File: src/rtl/slot_bank_pkg.sv
// Shared types and constants for the slot bank arbiter: storage layout,
// header byte addresses and the address decode helper.
package slot_bank_pkg;

    localparam int NUM_LANES = 4;
    localparam int NUM_REQ   = 2;

    localparam logic [2:0] ADDR_MSB = 3'd4;
    localparam logic [2:0] ADDR_LSB = 3'd5;

    localparam logic [7:0] ERR_DATA = 8'hFF;

    typedef struct packed {
        logic [7:0]                      msb;
        logic [0:NUM_LANES-1][7:0]       data;
        logic [7:0]                      lsb;
    } slot_bank_t;

    typedef enum logic [1:0] {
        ACC_LANE = 2'd0,
        ACC_HDR  = 2'd1,
        ACC_BAD  = 2'd2
    } acc_kind_e;

    function automatic acc_kind_e decode_addr(input logic [2:0] addr);
        if (addr < 3'(NUM_LANES))
            return ACC_LANE;
        else if (addr == ADDR_MSB || addr == ADDR_LSB)
            return ACC_HDR;
        else
            return ACC_BAD;
    endfunction

endpackage

File: src/rtl/slot_bank_arbiter_if.sv
// Two-requester request/response bus of the slot bank arbiter; the master
// side issues requests, the slave side grants them and returns responses.
interface slot_bank_arbiter_if;

    logic [1:0]      req_valid;
    logic [1:0]      req_ready;
    logic [1:0]      req_we;
    logic [1:0][2:0] req_addr;
    logic [1:0][7:0] req_wdata;
    logic [1:0]      rsp_valid;
    logic [1:0][7:0] rsp_rdata;
    logic [1:0]      rsp_err;

    modport master (
        output req_valid, req_we, req_addr, req_wdata,
        input  req_ready, rsp_valid, rsp_rdata, rsp_err
    );

    modport slave (
        input  req_valid, req_we, req_addr, req_wdata,
        output req_ready, rsp_valid, rsp_rdata, rsp_err
    );

endinterface

File: src/rtl/slot_bank_arbiter_rr_arb2.sv
// Two-way round-robin arbiter; the favoured-requester pointer lives here and
// flips to the loser after every grant.
module rr_arb2 #(
    parameter logic RR_INIT = 1'b0
) (
    input  logic       clk,
    input  logic       rst_n,
    input  logic [1:0] valid,
    output logic [1:0] grant
);

    logic ptr;

    // NOTE: grant gets a full default before the branches so no latch is inferred.
    always_comb begin
        grant = 2'b00;
        if (valid[ptr])
            grant[ptr] = 1'b1;
        else if (valid[~ptr])
            grant[~ptr] = 1'b1;
    end

    // NOTE: state registers use non-blocking assignments so all flops update together.
    always_ff @(posedge clk or negedge rst_n) begin
        if (!rst_n)
            ptr <= RR_INIT;
        else if (grant[0])
            ptr <= 1'b1;
        else if (grant[1])
            ptr <= 1'b0;
    end

endmodule

File: src/rtl/slot_bank_arbiter.sv
// Round-robin shared register bank: four data lanes plus msb/lsb header bytes.
// Define SLOT_BANK_ERRCNT_EN to build the saturating error-response counter.
module slot_bank_arbiter
    import slot_bank_pkg::*;
#(
    parameter logic [7:0] FILL    = 8'hFF,
    parameter logic       RR_INIT = 1'b0
) (
    input  logic                  clk,
    input  logic                  rst_n,
    slot_bank_arbiter_if.slave    bus,
    output logic [7:0]            msb_o,
    output logic [7:0]            lsb_o,
    output logic [7:0]            err_cnt
);

    slot_bank_t bank;
    logic [1:0] grant;
    logic       accept;
    logic       sel;
    logic       acc_we;
    logic [2:0] acc_addr;
    logic [7:0] acc_wdata;
    acc_kind_e  acc_kind;
    logic       lane_wr;
    logic [7:0] rsp_data;
    logic       rsp_fail;

    rr_arb2 #(.RR_INIT(RR_INIT)) u_arb (
        .clk   (clk),
        .rst_n (rst_n),
        .valid (bus.req_valid),
        .grant (grant)
    );

    assign bus.req_ready = grant;
    assign accept        = |grant;
    assign sel           = grant[1];
    assign acc_we        = bus.req_we[sel];
    assign acc_addr      = bus.req_addr[sel];
    assign acc_wdata     = bus.req_wdata[sel];
    assign acc_kind      = decode_addr(acc_addr);

    // Errors default to the fixed pattern so an invalid access never leaks X.
    always_comb begin
        rsp_data = ERR_DATA;
        rsp_fail = 1'b1;
        lane_wr  = 1'b0;
        case (acc_kind)
            ACC_LANE: begin
                rsp_fail = 1'b0;
                if (acc_we) begin
                    lane_wr  = accept;
                    rsp_data = acc_wdata;
                end else begin
                    rsp_data = bank.data[acc_addr[1:0]];
                end
            end
            ACC_HDR: begin
                if (!acc_we) begin
                    rsp_fail = 1'b0;
                    rsp_data = (acc_addr == ADDR_MSB) ? bank.msb : bank.lsb;
                end
            end
            default: ;
        endcase
    end

    // NOTE: the bank is small register storage, so every byte is reset, not left uninitialised like a RAM.
    always_ff @(posedge clk or negedge rst_n) begin
        if (!rst_n) begin
            bank.msb  <= '0;
            bank.data <= {NUM_LANES{FILL}};
            bank.lsb  <= '0;
        end else if (lane_wr) begin
            bank.data[acc_addr[1:0]] <= acc_wdata;
            bank.msb                 <= bank.msb + 8'd1;
            bank.lsb                 <= {7'b0, sel};
        end
    end

    always_ff @(posedge clk or negedge rst_n) begin
        if (!rst_n) begin
            bus.rsp_valid <= '0;
            bus.rsp_rdata <= '0;
            bus.rsp_err   <= '0;
        end else begin
            bus.rsp_valid <= grant;
            if (accept) begin
                bus.rsp_rdata[sel] <= rsp_data;
                bus.rsp_err[sel]   <= rsp_fail;
            end
        end
    end

    assign msb_o = bank.msb;
    assign lsb_o = bank.lsb;

`ifdef SLOT_BANK_ERRCNT_EN
    logic [7:0] err_q;

    always_ff @(posedge clk or negedge rst_n) begin
        if (!rst_n)
            err_q <= '0;
        else if (accept && rsp_fail && err_q != 8'hFF)
            err_q <= err_q + 8'd1;
    end

    assign err_cnt = err_q;
`else
    assign err_cnt = '0;
`endif

endmodule

File: src/flat_wrapper.sv
// flat-port wrapper written by rule: the top's interface ports become plain ports
module slot_bank_arbiter_flat import slot_bank_pkg::*;
#(
    parameter logic [7:0] FILL    = 8'hFF,
    parameter logic       RR_INIT = 1'b0
)
  (clk, rst_n, msb_o, lsb_o, err_cnt, bus_req_valid, bus_req_we, bus_req_addr, bus_req_wdata, bus_req_ready, bus_rsp_valid, bus_rsp_rdata, bus_rsp_err);
  slot_bank_arbiter_if bus_i ();
  input  logic clk;
  input  logic rst_n;
  output logic [7:0] msb_o;
  output logic [7:0] lsb_o;
  output logic [7:0] err_cnt;
  input wire logic [$bits(bus_i.req_valid)-1:0] bus_req_valid;
  input wire logic [$bits(bus_i.req_we)-1:0] bus_req_we;
  input wire logic [$bits(bus_i.req_addr)-1:0] bus_req_addr;
  input wire logic [$bits(bus_i.req_wdata)-1:0] bus_req_wdata;
  output wire logic [$bits(bus_i.req_ready)-1:0] bus_req_ready;
  output wire logic [$bits(bus_i.rsp_valid)-1:0] bus_rsp_valid;
  output wire logic [$bits(bus_i.rsp_rdata)-1:0] bus_rsp_rdata;
  output wire logic [$bits(bus_i.rsp_err)-1:0] bus_rsp_err;
  assign bus_i.req_valid = bus_req_valid;
  assign bus_i.req_we = bus_req_we;
  assign bus_i.req_addr = bus_req_addr;
  assign bus_i.req_wdata = bus_req_wdata;
  assign bus_req_ready = bus_i.req_ready;
  assign bus_rsp_valid = bus_i.rsp_valid;
  assign bus_rsp_rdata = bus_i.rsp_rdata;
  assign bus_rsp_err = bus_i.rsp_err;
  slot_bank_arbiter #(.FILL(FILL), .RR_INIT(RR_INIT)) u_core (.clk(clk), .rst_n(rst_n), .bus(bus_i), .msb_o(msb_o), .lsb_o(lsb_o), .err_cnt(err_cnt));
endmodule
File: config.mk
export PLATFORM = sky130hd
export DESIGN_NAME = slot_bank_arbiter_flat
export DESIGN_NICKNAME = d
export VERILOG_FILES = /design/src/rtl/slot_bank_pkg.sv /design/src/rtl/slot_bank_arbiter_if.sv /design/src/rtl/slot_bank_arbiter_rr_arb2.sv /design/src/rtl/slot_bank_arbiter.sv /design/src/flat_wrapper.sv
export SDC_FILE = /design/constraint.sdc
export NUM_CORES = 1
export LEC_CHECK = 0
export ABC_CLOCK_PERIOD_IN_PS = 3400
export CORE_MARGIN = 2
export CORE_UTILIZATION = 56
export CTS_CLUSTER_DIAMETER = 100
export DETAILED_ROUTE_END_ITERATION = 12
export PLACE_DENSITY = 0.87
export REMOVE_ABC_BUFFERS = 1
export SYNTH_ARGS = -nofsm -noshare
export SYNTH_HDL_FRONTEND = slang
export SYNTH_SLANG_ARGS = --single-unit
File: constraint.sdc
create_clock -name clk -period 3.4 [get_ports clk]
set_input_delay 0.68 -clock clk [delete_from_list [all_inputs] [get_ports clk]]
set_output_delay 0.68 -clock clk [all_outputs]
set_load 0.01 [all_outputs]
[Word-level counts from Yosys, hierarchy flattened]
Cells that the tools add are included.
Storage, ports and cells
  flip-flop bits (word level): 62
  word-level logic and storage cells: 74
  input port bits: 28
  output and inout port bits: 46
Operators by class
  muxes and demuxes: 40
  add/sub/neg operators: 1
  reductions and logical operators: 8
  magnitude comparators: 9
  bitwise operators: 2
  equal/unequal tests: 3
Operators with widths (number)
  8-bit 2-to-1 mux: 9
  32-bit bitwise mux: 1
  8-bit binary-select mux with 2-bit select: 1
  16-bit bitwise mux: 1
  8-bit demux with 2-bit select: 1
  8-bit case mux with 2 select lines: 1
  1-bit 2-to-1 mux: 14
  8-bit by 1-bit adder with 8-bit output, second input constant: 1
  8-bit demux with 1-bit select: 1
  2-bit 2-to-1 mux: 4
  3-bit == test, second input constant: 2
  1-bit by 2-bit < comparator with 1-bit output, second input constant: 3
  3-bit 2-to-1 mux: 2
  1-bit logical AND: 4
  1-bit demux with 1-bit select: 3
  1-bit >= comparator, second input constant: 3
  3-bit >= comparator, second input constant: 1
  3-bit by 1-bit < comparator with 1-bit output, second input constant: 1
  3-bit < comparator, second input constant: 1
  2-bit NOT with 3-bit output: 1
  2-bit bitwise mux: 1
  2-bit by 1-bit == test with 1-bit output, second input constant: 1
  2-bit zero test: 1
  1-bit case mux with 2 select lines: 1
  4 further kinds: 4

[Longest topological paths before layout]
  word-level depth: 16
  depth in mapped cells: 9
  gate-level depth less buffers: 7

[By module]
A second synthesis with hierarchy kept.
Second synthesis, totals
  cell total of the unflattened synthesis: 366
  area, all modules: 3527.1 um^2
Modules (own cells, without submodules)
  slot_bank_arbiter: instances 1, sequential area each 1566.5 um^2, cells each 360, area an instance 3474.6 um^2
  rr_arb2: instances 1, sequential area each 25.0 um^2, cells each 6, area an instance 52.6 um^2

[Worst setup path before layout]
OpenSTA, ideal clock, no wires.
  path kind: input to register
  from: input port bus_req_valid[1]
  to: register u_core.bank[33] (netlist name)
  path slack: 1.194 ns
  path buffers: 2
  cell stages on the path: 8
  data arrival time: 2.124 ns
  required time: 3.318 ns
  setup time: 0.082 ns
  path through: inv_2 o21ai_4 inv_2 a32o_1 buf_4 or4b_1 buf_4 mux2_4
On the way
  longest elaborated chain between the ends: 12
  elaborated cells on any way between the ends: 29
  classes of those cells: order compare (3); eq/ne (2); mux (19); bitwise (1); reduce/logical (4)
RTL lines
  start: declaration: RTL line flat_wrapper.sv:14  | input wire logic [$bits(bus_i.req_valid)-1:0] bus_req_valid;
  1-bit 2-to-1 mux (implied by the code) (2 in a row): RTL line slot_bank_arbiter_rr_arb2.sv:19  | else if (valid[~ptr])
  2-bit 2-to-1 mux: RTL line slot_bank_arbiter_rr_arb2.sv:19
  2-bit 2-to-1 mux (*): RTL line slot_bank_arbiter_rr_arb2.sv:17  | if (valid[ptr])
  3-bit 2-to-1 mux (implied by the code) (2 in a row): RTL line slot_bank_arbiter.sv:40  | assign acc_addr = bus.req_addr[sel];
  2-bit NOT with 3-bit output (implied by the code) / 3-bit == test (equally long branches): RTL line slot_bank_arbiter.sv:76, slot_bank_pkg.sv:28
  3-bit >= comparator (implied by the code), or another cell as far along: RTL line slot_bank_arbiter.sv:76  | bank.data[acc_addr[1:0]] <= acc_wdata;
  1-bit logical AND (implied by the code) / 2-bit 2-to-1 mux (equally long branches): RTL line slot_bank_arbiter.sv:76, slot_bank_pkg.sv:28
  8-bit 2-to-1 mux (implied by the code) / 2-bit 2-to-1 mux (equally long branches): RTL line slot_bank_arbiter.sv:76, slot_bank_pkg.sv:26
  8-bit demux with 2-bit select / 2-bit zero test (equally long branches): RTL line slot_bank_arbiter.sv:76, slot_bank_arbiter.sv:49
  32-bit bitwise mux / 1-bit 2-to-1 mux (equally long branches): RTL line slot_bank_arbiter.sv:76, slot_bank_arbiter.sv:49
  end: declaration: RTL line slot_bank_arbiter.sv:17  | slot_bank_t bank;
Every way passes the cells marked *; elsewhere a longest branch is shown, timed or not. The select of a mux whose other input is x is not followed.
A chain may end at the register's enable or synchronous reset.

[Worst setup path in the final report]
  from: input port bus_req_valid[0]
  to: output port bus_req_ready[1]
On the way
  longest elaborated chain between the ends: 4
  elaborated cells on any way between the ends: 6
  classes of those cells: mux (6)
RTL lines
  1-bit 2-to-1 mux (implied by the code) (2 in a row): RTL line slot_bank_arbiter_rr_arb2.sv:19
  2-bit 2-to-1 mux: RTL line slot_bank_arbiter_rr_arb2.sv:19
  2-bit 2-to-1 mux (*): RTL line slot_bank_arbiter_rr_arb2.sv:17
  end: declaration: RTL line flat_wrapper.sv:18  | output wire logic [$bits(bus_i.req_ready)-1:0] bus_req_ready;
Marked as above.

==> flow_summary_export.csv <==
group,metric,value,unit
status,status,"completed",
timing,whs,0.349,ns
drt,dr.pass1.iters,7,
critical_path,startpoint_type,"input pin",
drt,wirelength,9820,um
global_route,track_usage,27.7,%
timing,slew_viol_final,0,
timing,finalSetupViolCount,0,
timing,rsz0062_at_grt,"no",
critical_path,crit_type,"in2out",
worst_hold_path,min_path_type,"in2async",
die,io-pin-count,74,
die,die_x,86.3,um
clocking,cts_made_buffers,9,
clocking,cts_setup_buffers,0,
cells_and_area,area_delta_synth_final,20.4,%
logic_synthesis,ys_types,59,
logic_synthesis,synth_cells,405,
cells_and_area,fin_nets,486,
clocking,ctsHoldBuffers,0,
die,num_rows,29,
place,place_congestion,0.908,
logic_synthesis,yosysSeqAreaShare,42.0,%
logic_synthesis,synth_edf_count,0,
logic_synthesis,synth_area_leaders,"dfstp_2 (22%), dfrtp_1 (20%), buf_4 (5.2%)",
drt,viasPerCell,6.24,
clocking,cts_buffer_depth,2,
cells_and_area,postLayoutCoreUtil,70.6,%
timing,fmax,0.327,GHz
critical_path,critPathArrivalTime,2.38,ns
drt,drt_iter0_drc,258,
logic_synthesis,synthDominantCellAreaShare,22.2,%
clocking,h-tree-depth,3,
power,p_leak,1.94,nW
die,die_height,86.3,um
drt,ant_nets,0,
power,powerDensity,629,nW/um2
timing,finalSetupTns,0,ns
clocking,clkSlewWorstSetupHoldPaths,0.07,ns
critical_path,crit_chain,"clkdlybuf4s50_1, nand2b_1, nand2_1, inv_1, clkdlybuf4s50_1",
logic_synthesis,synth_warnings,0,
global_route,grt_max_degree,36,
critical_path,crit_family,"buffers and inverters",
clocking,cts.sinks,62,
logic_synthesis,yosysTopAreaCell,"dfstp_2",
critical_path,crit_slowest_cell,"clkdlybuf4s50_1",
timing,tightest_slew,0.831,ns
logic_synthesis,ys_top_cells_by_count,"nand2_1 (46), dfstp_2 (32), dfrtp_1 (30)",
clocking,cts_resized,0,
critical_path,critPathCaptureType,"primary output",
timing,period_needed,3.06,ns
logic_synthesis,synth_most_common_cell,"nand2_1",
clocking,worstSkewPairLatency,0.35,ns
power,p_total,2.87,mW
timing,max_slew_margin,44.6,%
logic_synthesis,ys_dominant_reg_cell,"dfstp_2",
critical_path,cp_common_cell,"clkdlybuf4s50_1",
logic_synthesis,synth_async_sr_flop_share,100,%
logic_synthesis,synth_area,3790,um2
logic_synthesis,synth_area_per_cell,9.36,um2
cells_and_area,drive_gt1_share,18.8,%
critical_path,critPathMaxStageDelay,0.54,ns
timing,fin_crit_sh,89.9,%
critical_path,crit_buf_inv,3,
power,ir_drop,0.434,mV
critical_path,cp_data_required_time,2.72,ns
critical_path,path_max_fanout,16,
global_route,grt-ovfl-total,0,
global_route,grt_pass1_wl,16000,um
clocking,cts_tree,"yes",
die,dieArea,7440,um2
die,design.core.area,6460,um2
critical_path,cp.depth,5,
timing,fin_skew,0.00758,ns
die,start_util,58.7,%
timing,hold_viol_final,0,
global_route,antenna_found_initial,0,
clocking,clock-root-buffer,"clkbuf_8",
global_route,grt_pass1_vias,3259,
cells_and_area,diodes,0,
logic_synthesis,synth_seq_cells,62,
drt,wl_per_cell,18.2,um
job,maxCapViolCount,0,
drt,num_vias,3363,
place,port-buffer-count,58,
place,hpwl,6850,um
critical_path,r2r_cells,5,
drt,drcViolationCount,0,
## stage by stage
| stage | std cells | setup WS (ns) | area, um2 |
|---|---|---|---|
| after CTS | 539 | 0.356 | 4560 |
| after global routing | 539 | 0.253 | 4560 |
| after global placement | 523 | 0.291 | 4360 |
| final | 539 | 0.343 | 4560 |
| after floorplan | 370 | 0.307 | 3550 |
| after detailed placement | 523 | 0.255 | 4360 |
## placed cells by master (no fill, tap or decap), types with 4 or more instances in the layout
cell,count
a211o_1,4
conb_1,15
or2_2,7
a211oi_1,6
inv_1,8
mux2i_1,13
a21oi_1,15
nand2_1,46
o21bai_1,9
dfrtp_1,30
nor3_1,5
and3_1,4
mux2_2,4
nor2_1,18
o21ai_0,19
o2111ai_1,6
dfstp_2,32
xnor2_1,4
a22oi_1,7
nor3b_1,8
clkdlybuf4s50_1,57
o31ai_1,11
a31oi_1,14
o21a_1,6
nor2b_1,6
buf_4,18
clkbuf_8,9
nand2b_1,19
## per-layer routing
metal  global-route usage, %  vias up  wire [um]
met1                    37.3     1607       4130
met5                       0        -          0
met3                    4.00       32        728
met2                    44.3      188       4690
met4                    13.2        0        272
li1                        -     1536          -
## flip-flops by register name (all words and copies together), names as in the netlist
name                  count
u_core.bank              32
u_core.bus.rsp_rdata     16
u_core.msb_o              8
u_core.bus.rsp_err        2
u_core.bus.rsp_valid      2
u_core.lsb_o              1
u_core.u_arb.ptr          1
## where the power goes
group,leakage [nW],switching (mW),internal (mW),total [mW]
Clock,0.107,0.299,0.410,0.708
Combinational,1.15,0.448,0.472,0.919
Sequential,0.685,0.178,1.06,1.24
Total,1.94,0.925,1.94,2.87
## logic make-up after synthesis
kind of cell / share of synthesized area (%)
DFF: 42.0
and+or+nand+nor: 18.6
adders and majority gates: 0.330
muxes: 5.81
buffers and inverters: 8.75
AOI/OAI and AO/OA: 22.8
xor gates and xnor gates: 1.62
other: 0.0989
## path summary, 6_finish.rpt
path                                  startpoint                      end  slack, ns
max reg2reg                     u_core.u_arb.ptr          u_core.bank[34]       0.98
min                                        rst_n  u_core.bus.rsp_rdata[7]       0.35
max in group asynchronous                  rst_n          u_core.bank[21]       2.14
min in group clk           u_core.bus.rsp_err[0]    u_core.bus.rsp_err[0]       0.47
min reg2reg                u_core.bus.rsp_err[0]    u_core.bus.rsp_err[0]       0.47
max                             bus_req_valid[0]         bus_req_ready[1]       0.34
## final cells by class
| class | instances | area (um2) |
|---|---|---|
| inverter | 10 | 37.5 |
| timing repair buffer | 76 | 711 |
| fill | 487 | 1900 |
| sequential | 62 | 1590 |
| clock buffer | 11 | 131 |
| tap | 77 | 96.3 |
| multi-input combinational | 298 | 1920 |
| clock inverter | 5 | 75.1 |
(Power assumes the default switching activity.)
